--- src/rtl/n101_spi_xfer_ctrl_if.sv ---
// Signal bundle between the SPI front-end, the byte sequencer and the SPI pin port.
// slave is the sequencer's view; master is the front-end/pin-port view.
interface n101_spi_xfer_ctrl_if #(
    parameter int DIV_W = 12,
    parameter int CS_W  = 4
);
    logic [DIV_W-1:0] io_cfg_div;
    logic             io_cfg_cpol;
    logic             io_cfg_cpha;
    logic [1:0]       io_cfg_proto;
    logic [1:0]       io_cfg_csid;
    logic             io_cfg_cshold;
    logic             io_op_valid;
    logic             io_op_ready;
    logic [7:0]       io_op_data;
    logic             io_op_dir;
    logic             io_op_last;
    logic             io_rx_valid;
    logic [7:0]       io_rx_data;
    logic             io_busy;
    logic             io_spi_sck;
    logic [3:0]       io_spi_dq_o;
    logic [3:0]       io_spi_dq_oe;
    logic [3:0]       io_spi_dq_i;
    logic [CS_W-1:0]  io_spi_cs;

    modport slave (
        input  io_cfg_div, io_cfg_cpol, io_cfg_cpha, io_cfg_proto, io_cfg_csid, io_cfg_cshold,
        input  io_op_valid, io_op_data, io_op_dir, io_op_last, io_spi_dq_i,
        output io_op_ready, io_rx_valid, io_rx_data, io_busy,
        output io_spi_sck, io_spi_dq_o, io_spi_dq_oe, io_spi_cs
    );

    modport master (
        output io_cfg_div, io_cfg_cpol, io_cfg_cpha, io_cfg_proto, io_cfg_csid, io_cfg_cshold,
        output io_op_valid, io_op_data, io_op_dir, io_op_last, io_spi_dq_i,
        input  io_op_ready, io_rx_valid, io_rx_data, io_busy,
        input  io_spi_sck, io_spi_dq_o, io_spi_dq_oe, io_spi_cs
    );
endinterface

--- src/rtl/n101_spi_xfer_ctrl.sv ---
// Byte-level SPI master sequencer: one byte per handshake over 1/2/4 lanes,
// with CPOL/CPHA, programmable SCK divider, CS setup/release and frame hold.
module n101_spi_xfer_ctrl #(
    parameter int DIV_W = 12,
    parameter int CS_W  = 4
) (
    input  logic                 clock,
    input  logic                 reset,
    n101_spi_xfer_ctrl_if.slave  bus
);
    typedef enum logic [1:0] {S_IDLE, S_SETUP, S_XFER, S_REL} state_e;

    state_e           state_q, state_d;
    logic [DIV_W-1:0] cnt_q, cnt_d;
    logic [DIV_W-1:0] div_q, div_d;
    logic             cpol_q, cpol_d;
    logic             cpha_q, cpha_d;
    logic [1:0]       proto_q, proto_d;
    logic [1:0]       csid_q, csid_d;
    logic             cshold_q, cshold_d;
    logic [7:0]       tx_q, tx_d;
    logic [7:0]       rx_q, rx_d;
    logic             dir_q, dir_d;
    logic             last_q, last_d;
    logic [3:0]       edge_q, edge_d;
    logic             sck_q, sck_d;
    logic             csact_q, csact_d;
    logic [3:0]       dqo_q, dqo_d;
    logic [3:0]       dqoe_q, dqoe_d;
    logic             rxv_q, rxv_d;
    logic [7:0]       rxd_q, rxd_d;

    logic             tick;
    logic [7:0]       data_src;
    logic             dir_src;
    logic [3:0]       drv_bits;
    logic [7:0]       tx_shift;
    logic [7:0]       rx_shift;
    logic [3:0]       lane_oe;
    logic [3:0]       last_edge;

    assign tick = (cnt_q == div_q);

    // In IDLE the byte being accepted is still on the op bus, so XFER-entry
    // drive (straight from IDLE with CS held) must take it from there.
    assign data_src = (state_q == S_IDLE) ? bus.io_op_data : tx_q;
    assign dir_src  = (state_q == S_IDLE) ? bus.io_op_dir  : dir_q;

    always_comb begin
        drv_bits  = 4'b0000;
        tx_shift  = data_src;
        rx_shift  = rx_q;
        lane_oe   = 4'b0000;
        last_edge = 4'd15;
        case (proto_q)
            2'd1: begin
                drv_bits  = {2'b00, data_src[7:6]};
                tx_shift  = {data_src[5:0], 2'b00};
                rx_shift  = {rx_q[5:0], bus.io_spi_dq_i[1:0]};
                lane_oe   = dir_src ? 4'b0000 : 4'b0011;
                last_edge = 4'd7;
            end
            2'd2: begin
                drv_bits  = data_src[7:4];
                tx_shift  = {data_src[3:0], 4'b0000};
                rx_shift  = {rx_q[3:0], bus.io_spi_dq_i};
                lane_oe   = dir_src ? 4'b0000 : 4'b1111;
                last_edge = 4'd3;
            end
            default: begin
                drv_bits  = {3'b000, data_src[7]};
                tx_shift  = {data_src[6:0], 1'b0};
                rx_shift  = {rx_q[6:0], bus.io_spi_dq_i[1]};
                lane_oe   = 4'b0001;
                last_edge = 4'd15;
            end
        endcase
    end

    always_comb begin
        state_d  = state_q;
        cnt_d    = cnt_q;
        div_d    = div_q;
        cpol_d   = cpol_q;
        cpha_d   = cpha_q;
        proto_d  = proto_q;
        csid_d   = csid_q;
        cshold_d = cshold_q;
        tx_d     = tx_q;
        rx_d     = rx_q;
        dir_d    = dir_q;
        last_d   = last_q;
        edge_d   = edge_q;
        sck_d    = sck_q;
        csact_d  = csact_q;
        dqo_d    = dqo_q;
        dqoe_d   = dqoe_q;
        rxv_d    = 1'b0;
        rxd_d    = rxd_q;

        case (state_q)
            S_IDLE: begin
                cnt_d = '0;
                sck_d = csact_q ? cpol_q : bus.io_cfg_cpol;
                if (bus.io_op_valid) begin
                    tx_d   = bus.io_op_data;
                    dir_d  = bus.io_op_dir;
                    last_d = bus.io_op_last;
                    edge_d = 4'd0;
                    if (!csact_q) begin
                        div_d    = bus.io_cfg_div;
                        cpol_d   = bus.io_cfg_cpol;
                        cpha_d   = bus.io_cfg_cpha;
                        proto_d  = bus.io_cfg_proto;
                        csid_d   = bus.io_cfg_csid;
                        cshold_d = bus.io_cfg_cshold;
                        sck_d    = bus.io_cfg_cpol;
                        csact_d  = 1'b1;
                        state_d  = S_SETUP;
                    end else begin
                        state_d = S_XFER;
                        dqoe_d  = lane_oe;
                        if (!cpha_q) begin
                            dqo_d = drv_bits;
                            tx_d  = tx_shift;
                        end
                    end
                end
            end
            S_SETUP: begin
                cnt_d = tick ? '0 : cnt_q + DIV_W'(1);
                if (tick) begin
                    state_d = S_XFER;
                    dqoe_d  = lane_oe;
                    if (!cpha_q) begin
                        dqo_d = drv_bits;
                        tx_d  = tx_shift;
                    end
                end
            end
            S_XFER: begin
                cnt_d = tick ? '0 : cnt_q + DIV_W'(1);
                if (tick) begin
                    sck_d  = ~sck_q;
                    edge_d = edge_q + 4'd1;
                    // Even edges lead, odd edges trail; CPHA picks which one samples.
                    if (!edge_q[0]) begin
                        if (!cpha_q) begin
                            rx_d = rx_shift;
                        end else begin
                            dqo_d = drv_bits;
                            tx_d  = tx_shift;
                        end
                    end else begin
                        if (cpha_q) begin
                            rx_d = rx_shift;
                        end else if (edge_q != last_edge) begin
                            dqo_d = drv_bits;
                            tx_d  = tx_shift;
                        end
                    end
                    if (edge_q == last_edge) begin
                        rxv_d   = 1'b1;
                        rxd_d   = cpha_q ? rx_shift : rx_q;
                        sck_d   = cpol_q;
                        edge_d  = 4'd0;
                        state_d = (last_q && !cshold_q) ? S_REL : S_IDLE;
                    end
                end
            end
            S_REL: begin
                cnt_d = tick ? '0 : cnt_q + DIV_W'(1);
                if (tick) begin
                    csact_d = 1'b0;
                    dqoe_d  = 4'b0000;
                    dqo_d   = 4'b0000;
                    state_d = S_IDLE;
                end
            end
            default: state_d = S_IDLE;
        endcase
    end

    always_ff @(posedge clock or posedge reset) begin
        if (reset) begin
            state_q  <= S_IDLE;
            cnt_q    <= '0;
            div_q    <= '0;
            cpol_q   <= 1'b0;
            cpha_q   <= 1'b0;
            proto_q  <= 2'd0;
            csid_q   <= 2'd0;
            cshold_q <= 1'b0;
            tx_q     <= 8'h00;
            rx_q     <= 8'h00;
            dir_q    <= 1'b0;
            last_q   <= 1'b0;
            edge_q   <= 4'd0;
            sck_q    <= 1'b0;
            csact_q  <= 1'b0;
            dqo_q    <= 4'b0000;
            dqoe_q   <= 4'b0000;
            rxv_q    <= 1'b0;
            rxd_q    <= 8'h00;
        end else begin
            state_q  <= state_d;
            cnt_q    <= cnt_d;
            div_q    <= div_d;
            cpol_q   <= cpol_d;
            cpha_q   <= cpha_d;
            proto_q  <= proto_d;
            csid_q   <= csid_d;
            cshold_q <= cshold_d;
            tx_q     <= tx_d;
            rx_q     <= rx_d;
            dir_q    <= dir_d;
            last_q   <= last_d;
            edge_q   <= edge_d;
            sck_q    <= sck_d;
            csact_q  <= csact_d;
            dqo_q    <= dqo_d;
            dqoe_q   <= dqoe_d;
            rxv_q    <= rxv_d;
            rxd_q    <= rxd_d;
        end
    end

    assign bus.io_op_ready  = (state_q == S_IDLE);
    assign bus.io_busy      = (state_q != S_IDLE) || csact_q;
    assign bus.io_rx_valid  = rxv_q;
    assign bus.io_rx_data   = rxd_q;
    assign bus.io_spi_sck   = sck_q;
    assign bus.io_spi_dq_o  = dqo_q;
    assign bus.io_spi_dq_oe = dqoe_q;

    // An out-of-range csid matches no index, so no chip select asserts.
    for (genvar g = 0; g < CS_W; g++) begin : g_cs
        assign bus.io_spi_cs[g] = !(csact_q && (int'(csid_q) == g));
    end
endmodule

--- src/flat_wrapper.sv ---
// flat-port wrapper written by rule: the top's interface ports become plain ports
module n101_spi_xfer_ctrl_flat 
#(
    parameter int DIV_W = 12,
    parameter int CS_W  = 4
)
  (clock, reset, bus_io_cfg_div, bus_io_cfg_cpol, bus_io_cfg_cpha, bus_io_cfg_proto, bus_io_cfg_csid, bus_io_cfg_cshold, bus_io_op_valid, bus_io_op_data, bus_io_op_dir, bus_io_op_last, bus_io_spi_dq_i, bus_io_op_ready, bus_io_rx_valid, bus_io_rx_data, bus_io_busy, bus_io_spi_sck, bus_io_spi_dq_o, bus_io_spi_dq_oe, bus_io_spi_cs);
  n101_spi_xfer_ctrl_if #(.DIV_W(DIV_W), .CS_W(CS_W)) bus_i ();
  input  logic clock;
  input  logic reset;
  input wire logic [$bits(bus_i.io_cfg_div)-1:0] bus_io_cfg_div;
  input wire logic [$bits(bus_i.io_cfg_cpol)-1:0] bus_io_cfg_cpol;
  input wire logic [$bits(bus_i.io_cfg_cpha)-1:0] bus_io_cfg_cpha;
  input wire logic [$bits(bus_i.io_cfg_proto)-1:0] bus_io_cfg_proto;
  input wire logic [$bits(bus_i.io_cfg_csid)-1:0] bus_io_cfg_csid;
  input wire logic [$bits(bus_i.io_cfg_cshold)-1:0] bus_io_cfg_cshold;
  input wire logic [$bits(bus_i.io_op_valid)-1:0] bus_io_op_valid;
  input wire logic [$bits(bus_i.io_op_data)-1:0] bus_io_op_data;
  input wire logic [$bits(bus_i.io_op_dir)-1:0] bus_io_op_dir;
  input wire logic [$bits(bus_i.io_op_last)-1:0] bus_io_op_last;
  input wire logic [$bits(bus_i.io_spi_dq_i)-1:0] bus_io_spi_dq_i;
  output wire logic [$bits(bus_i.io_op_ready)-1:0] bus_io_op_ready;
  output wire logic [$bits(bus_i.io_rx_valid)-1:0] bus_io_rx_valid;
  output wire logic [$bits(bus_i.io_rx_data)-1:0] bus_io_rx_data;
  output wire logic [$bits(bus_i.io_busy)-1:0] bus_io_busy;
  output wire logic [$bits(bus_i.io_spi_sck)-1:0] bus_io_spi_sck;
  output wire logic [$bits(bus_i.io_spi_dq_o)-1:0] bus_io_spi_dq_o;
  output wire logic [$bits(bus_i.io_spi_dq_oe)-1:0] bus_io_spi_dq_oe;
  output wire logic [$bits(bus_i.io_spi_cs)-1:0] bus_io_spi_cs;
  assign bus_i.io_cfg_div = bus_io_cfg_div;
  assign bus_i.io_cfg_cpol = bus_io_cfg_cpol;
  assign bus_i.io_cfg_cpha = bus_io_cfg_cpha;
  assign bus_i.io_cfg_proto = bus_io_cfg_proto;
  assign bus_i.io_cfg_csid = bus_io_cfg_csid;
  assign bus_i.io_cfg_cshold = bus_io_cfg_cshold;
  assign bus_i.io_op_valid = bus_io_op_valid;
  assign bus_i.io_op_data = bus_io_op_data;
  assign bus_i.io_op_dir = bus_io_op_dir;
  assign bus_i.io_op_last = bus_io_op_last;
  assign bus_i.io_spi_dq_i = bus_io_spi_dq_i;
  assign bus_io_op_ready = bus_i.io_op_ready;
  assign bus_io_rx_valid = bus_i.io_rx_valid;
  assign bus_io_rx_data = bus_i.io_rx_data;
  assign bus_io_busy = bus_i.io_busy;
  assign bus_io_spi_sck = bus_i.io_spi_sck;
  assign bus_io_spi_dq_o = bus_i.io_spi_dq_o;
  assign bus_io_spi_dq_oe = bus_i.io_spi_dq_oe;
  assign bus_io_spi_cs = bus_i.io_spi_cs;
  n101_spi_xfer_ctrl #(.DIV_W(DIV_W), .CS_W(CS_W)) u_core (.clock(clock), .reset(reset), .bus(bus_i));
endmodule
--- config.mk ---
export PLATFORM = sky130hd
export DESIGN_NAME = n101_spi_xfer_ctrl_flat
export DESIGN_NICKNAME = d
export VERILOG_FILES = /design/src/rtl/n101_spi_xfer_ctrl_if.sv /design/src/rtl/n101_spi_xfer_ctrl.sv /design/src/flat_wrapper.sv
export SDC_FILE = /design/constraint.sdc
export NUM_CORES = 1
export LEC_CHECK = 0
export CORE_MARGIN = 2
export CORE_UTILIZATION = 51
export CTS_BUF_LIST = sky130_fd_sc_hd__clkbuf_8
export CTS_CLUSTER_DIAMETER = 200
export DETAILED_ROUTE_END_ITERATION = 8
export PLACE_DENSITY = 0.79
export SYNTH_ARGS = -nofsm -noshare
export SYNTH_HDL_FRONTEND = slang
export SYNTH_SLANG_ARGS = --single-unit
--- constraint.sdc ---
create_clock -name clock -period 2.2 [get_ports clock]
set_input_delay 0.44 -clock clock [delete_from_list [all_inputs] [get_ports clock]]
set_output_delay 0.44 -clock clock [all_outputs]
set_load 0.02 [all_outputs]
---- Word-level counts from Yosys, hierarchy flattened ----
Index checks and enable logic that the tools add are counted.
operators by class
  $add $sub $neg .......................... 2
  $mul .................................... 0
  div/mod/pow operators ................... 0
  order comparisons ....................... 0
  equality and inequality tests ........... 22
  shifts and indexed selects .............. 0
  multiplexer cells ....................... 64
  bitwise operators ....................... 2
  reduce and logical (&&, ||, !) cells .... 30
operators with widths
  kind                     number
  $mux W8                  14
  $mux W4                  17
  $pmux W4 S2              4
  $pmux W8 S2              2
  $pmux W12 S2             1
  $pmux W8 S3              1
  $mux W2                  8
  $pmux W4 S4              1
  $reduce_and A8 Y1        2
  $reduce_and A3 Y1        5
  $add A12 B1 Y12 const B  1
  $eq A12 B12 Y1           1
  $mux W12                 1
  $pmux W4 S3              1
  $mux W1                  11
  $eq A2 B2 Y1 const B     5
  $ne A2 B1 Y1 const B     5
  $reduce_and A5 Y1        2
  $pmux W2 S4              1
  $eq A2 B1 Y1 const B     3
  $ne A2 B2 Y1 const B     3
  $ne A3 B1 Y1 const B     2
  $reduce_bool A2 Y1       3
  $reduce_bool A3 Y1       2
  other kinds (12)         24
word-level totals
  bits in registers ....................... 74
  bits in latches ......................... 0
  memory bits (writable) .................. 0
  bits in read-only memories .............. 0
  input bits .............................. 36
  output and inout port bits .............. 24
  word-level logic and storage cells ...... 139
  memories kept ........................... 0

---- Depth between registers and ports, before layout ----
  word-level depth ........................ 8
  mapped depth ............................ 8
  gate-level depth less buffers ........... 7

---- Least setup slack after synthesis ----
No wires, ideal clock.
  path type ............................... register to register
  start point ............................. register u_core.state_q[0]
  end point ............................... register u_core.tx_q[4]
  setup time .............................. 0.125 ns
  data arrival time ....................... 2.144 ns
  data required time ...................... 2.075 ns
  slack ................................... -0.068 ns
  stages on the path, launching flop included .. 9
  path buffers ............................ 1
  clock period less this slack ............ 2.268 ns
  path through ............................ dfrtp_1 inv_1 ha_1 buf_2 mux2_2 a22oi_1 o21ai_0 mux2_2 mux2_2
on the way
  longest elaborated chain between the ends .. 8
  elaborated cells between the ends (all ways) .. 25
  those cells by class .................... eq/ne: 9; mux: 13; reduce/logical: 3
ends and longest elaborated chain
  item                      line                       source
  start: declaration        n101_spi_xfer_ctrl.sv:13   state_e state_q, state_d;
  start signal: assignment  n101_spi_xfer_ctrl.sv:206  state_q <= state_d;
  $logic_not A2 Y1 *        --
  via bus_io_op_ready       flat_wrapper.sv:22         output wire logic [$bits(bus_i.io_op_ready)-1:0] bus_io_op_ready;
  $mux W8                   n101_spi_xfer_ctrl.sv:46   assign data_src = (state_q == S_IDLE) ? bus.io_op_data : tx_q;
  $pmux W8 S2               n101_spi_xfer_ctrl.sv:55   case (proto_q)
  $mux W8                   n101_spi_xfer_ctrl.sv:157  end else if (edge_q != last_edge) begin
  $mux W8                   n101_spi_xfer_ctrl.sv:155  if (cpha_q) begin
  $mux W8                   n101_spi_xfer_ctrl.sv:147  if (!edge_q[0]) begin
  $mux W8                   n101_spi_xfer_ctrl.sv:143  if (tick) begin
  $pmux W8 S3               n101_spi_xfer_ctrl.sv:101  case (state_q)
  end signal: assignment    n101_spi_xfer_ctrl.sv:214  tx_q <= tx_d;
  end: declaration          n101_spi_xfer_ctrl.sv:21   logic [7:0] tx_q, tx_d;
Mark *: on every way through the listed nets, which the timed path passes. The rest lies on a longest branch. The select of a mux whose other input is x is not followed.
A chain may end at the register's enable or synchronous reset.

---- Worst setup path in the final report ----
  start point ............................. register u_core.proto_q[0]
  end point ............................... register u_core.tx_q[5]
on the way
  longest elaborated chain between the ends .. 7
  elaborated cells between the ends (all ways) .. 18
  those cells by class .................... eq/ne: 4; mux: 13; reduce/logical: 1
ends and longest elaborated chain
  item                                                 line                       source
  start: declaration                                   n101_spi_xfer_ctrl.sv:18   logic [1:0] proto_q, proto_d;
  start signal: assignment                             n101_spi_xfer_ctrl.sv:211  proto_q <= proto_d;
  $eq A2 B2 Y1 / $eq A2 B1 Y1 (equally long branches)  n101_spi_xfer_ctrl.sv:55
  $pmux W8 S2                                          n101_spi_xfer_ctrl.sv:55
  $mux W8                                              n101_spi_xfer_ctrl.sv:157
  $mux W8                                              n101_spi_xfer_ctrl.sv:155
  $mux W8                                              n101_spi_xfer_ctrl.sv:147
  $mux W8                                              n101_spi_xfer_ctrl.sv:143
  $pmux W8 S3                                          n101_spi_xfer_ctrl.sv:101
Parallel ways exist; a longest one is shown, timed or not. The select of a mux whose other input is x is not followed.

==> flow_summary_export.csv <==
group,metric,value,unit
outcome,status,"completed",
timing,slew_headroom,63.8,%
grt,grt_max_degree,74,
yosys,syn_area_per_cell,10.6,um^2
cells_and_area,syn_to_final_growth,29.1,%
floorplanning,die_area,8640,um^2
yosys,syn_inst,379,
grt,grt.met1_usage,29.4,%
cts,cts_sinks,73,
timing,hold_viol_final,0,
route,avgRoutedWirePerCell,16.1,um
cts,cts_root_buf,"clkbuf_8",
yosys,synth_enable_flop_cells,0,
timing,worst_pin_slew,0.538,ns
yosys,synth_largest_area_cell,"dfrtp_1",
yosys,ys_seq_area_share,45.3,%
timing,setup_tns,0,ns
yosys,syn_area,4040,um^2
cells_and_area,drive_gt1_share,27.7,%
route,dr.first_iter.drc_count,182,
timing,final.setup.worst_slack,0.0640,ns
cells_and_area,nets,508,
placement,portBuffers,59,
route,antenna_left,0,
grt,use_met3,5.37,%
yosys,synth.area.top_cells,"dfrtp_1, mux2_2, xnor2_1",
setup_path,cp-start-kind,"register",
cts,cts_hold_buffers,0,
timing,setup_viol,0,
power,vdd_ir_drop_max,0.495,mV
timing,finClkSkew,0.00705,ns
min_path,hp-class,"reg2reg",
floorplanning,fp.coreArea,7690,um^2
run,drv_cap,0,
timing,period_share,97.1,%
cts,clkTransAtPathRegs,0.07,ns
timing,maxClockFrequency,468,MHz
power,p_leak,2.29,nW
route,drt-pass1-iter-count,7,
cells_and_area,layout_common_cells,"dfrtp_1, mux2_2, clkdlybuf4s50_1, nand2_1, buf_4",
grt,grt.busiest_layer,"met2",
cts,cts_max_level,3,
yosys,async_flop_share,100,%
yosys,synth_cell_type_count,46,
placement,post-place-ws,0.0190,ns
cts,cts_tree,"built",
timing,hold_ws,0.494,ns
setup_path,cp.required,2.44,ns
setup_path,critPathKind,"reg2reg",
placement,dp_hpwl,6.43,mm
timing,final-max-slew-violation-count,0,
setup_path,critical_path_arrival,2.37,ns
cts,cts_buffers,9,
cts,clock_latency,0.35,ns
yosys,yosys_warnings,0,
grt,antenna_found_initial,0,
yosys,yosys_register_bits,73,
cells_and_area,utilization,67.8,%
cts,clock_path_buffers,2,
floorplanning,initial_utilization,52.5,%
floorplanning,die_y,93.0,um
floorplanning,rows,32,
route,drc_errors,0,
cells_and_area,diodes,0,
grt,gr-total-overflow,0,
setup_path,r2r_slack,0.06,ns
timing,finalCriticalPeriod,2.14,ns
placement,gp_congestion,0.918,
power,power.density,1070,nW/um^2
floorplanning,die_w,93.0,um
floorplanning,pin_count,60,
grt,grt_pass1_vias,3190,
setup_path,cp-end-kind,"register",
setup_path,crit_fanout,7,
route,routed_wl,9.13,mm
yosys,syn_nets,425,
grt,met2_usage,36.3,%
grt,track_usage,22.3,%
route,vias,3200,
grt,grt_pass1_wl,15.1,mm
yosys,synth_ff_type,"dfrtp_1",
cells_and_area,final_common_cell,"dfrtp_1",
route,drt-vias-per-instance,5.64,
yosys,yosys.area.top_type_share,45.3,%
==> cell families (layout without fill, tap and decap cells) <==
group                    count (synthesis)  after routing  share of synthesized area, %
AND/OR/NAND/NOR                        101            101                          12.0
multiplexers                            74             74                          20.2
flip-flops                              73             73                          45.3
AO/OA/AOI/OAI                           62             62                          10.6
buffers and inverters                   35            121                          3.63
XOR/XNOR                                24             24                          5.21
adder cells (fa/ha/maj)                 10             10                          3.10
==> per-stage QoR <==
stage	instance area (um^2)	instances	power, mW
after detailed placement	4930	550	4.42
final	5210	567	5.56
after floorplan	4040	379	3.59
after global placement	4930	550	4.34
after global routing	5210	567	5.91
after CTS	5120	564	5.47
==> area by class of cell <==
class | count | area, um^2
fill | 581 | 2480
multi-input combinational | 271 | 2140
sequential | 73 | 1830
timing repair buffer | 91 | 865
clock buffer | 10 | 138
tap | 102 | 128
inverter | 16 | 63.8
clock inverter | 4 | 46.3
==> final timing paths <==
kind,from,to,depth (start not counted)
worst max-delay path,u_core.proto_q[0],u_core.tx_q[5],7
worst min-delay path,u_core.bus.io_spi_dq_oe[1],u_core.bus.io_spi_dq_oe[1],1
worst max register to register,u_core.proto_q[0],u_core.tx_q[5],7
worst min register to register,u_core.bus.io_spi_dq_oe[1],u_core.bus.io_spi_dq_oe[1],1
max in group asynchronous,reset,u_core.bus.io_spi_dq_o[2],3
min in group asynchronous,reset,u_core.div_q[1],3
==> power breakdown <==
group | switching, mW | total (mW) | internal (mW)
Sequential | 0.244 | 1.88 | 1.64
Clock | 0.486 | 1.02 | 0.536
Combinational | 1.36 | 2.65 | 1.30
Total | 2.09 | 5.56 | 3.47
==> synthesized netlist by cell type (all sizes together) (5+ instances only) <==
master and number:
a21oi 9, a22oi 10, buf 7, clkbuf 12, dfrtp 73, ha 10
inv 16, mux2 61, mux2i 13, nand2 35, nand3 8, nand4 7
nor2 25, nor2b 6, nor3 5, o21ai 18, xnor2 17, xor2 7
==> metal layers <==
layer	share of wire (%)	vias up
li1	-	1506
met2	48	83
met3	4.8	16
met5	0	-
met4	1.9	0
met1	45	1595
==> worst max-delay path, cell delays in order (launching register included) <==
cell	delay (ns)
dfrtp_1	0.36
inv_1	0.05
ha_1	0.33
xnor2_2	0.16
a31oi_1	0.21
a21o_1	0.17
o2111a_1	0.37
mux2_2	0.37
==> flip-flops by register name, summed over array words and instances (netlist names), 2 cells and up <==
register and flops:
u_core.bus.io_rx_data 8, u_core.bus.io_spi_dq_o 4, u_core.bus.io_spi_dq_oe 3, u_core.cnt_q 12, u_core.csid_q 2, u_core.div_q 12
u_core.edge_q 4, u_core.proto_q 2, u_core.rx_q 8, u_core.state_q 2, u_core.tx_q 8
==> repair_timing <==
item	4_1_cts	5_1_grt
setup endpoints to repair	3	28
setup buffers	0	3
pin swaps	0	8
gates resized for setup	5	14
Note: power is estimated with default switching activity, not from simulation.
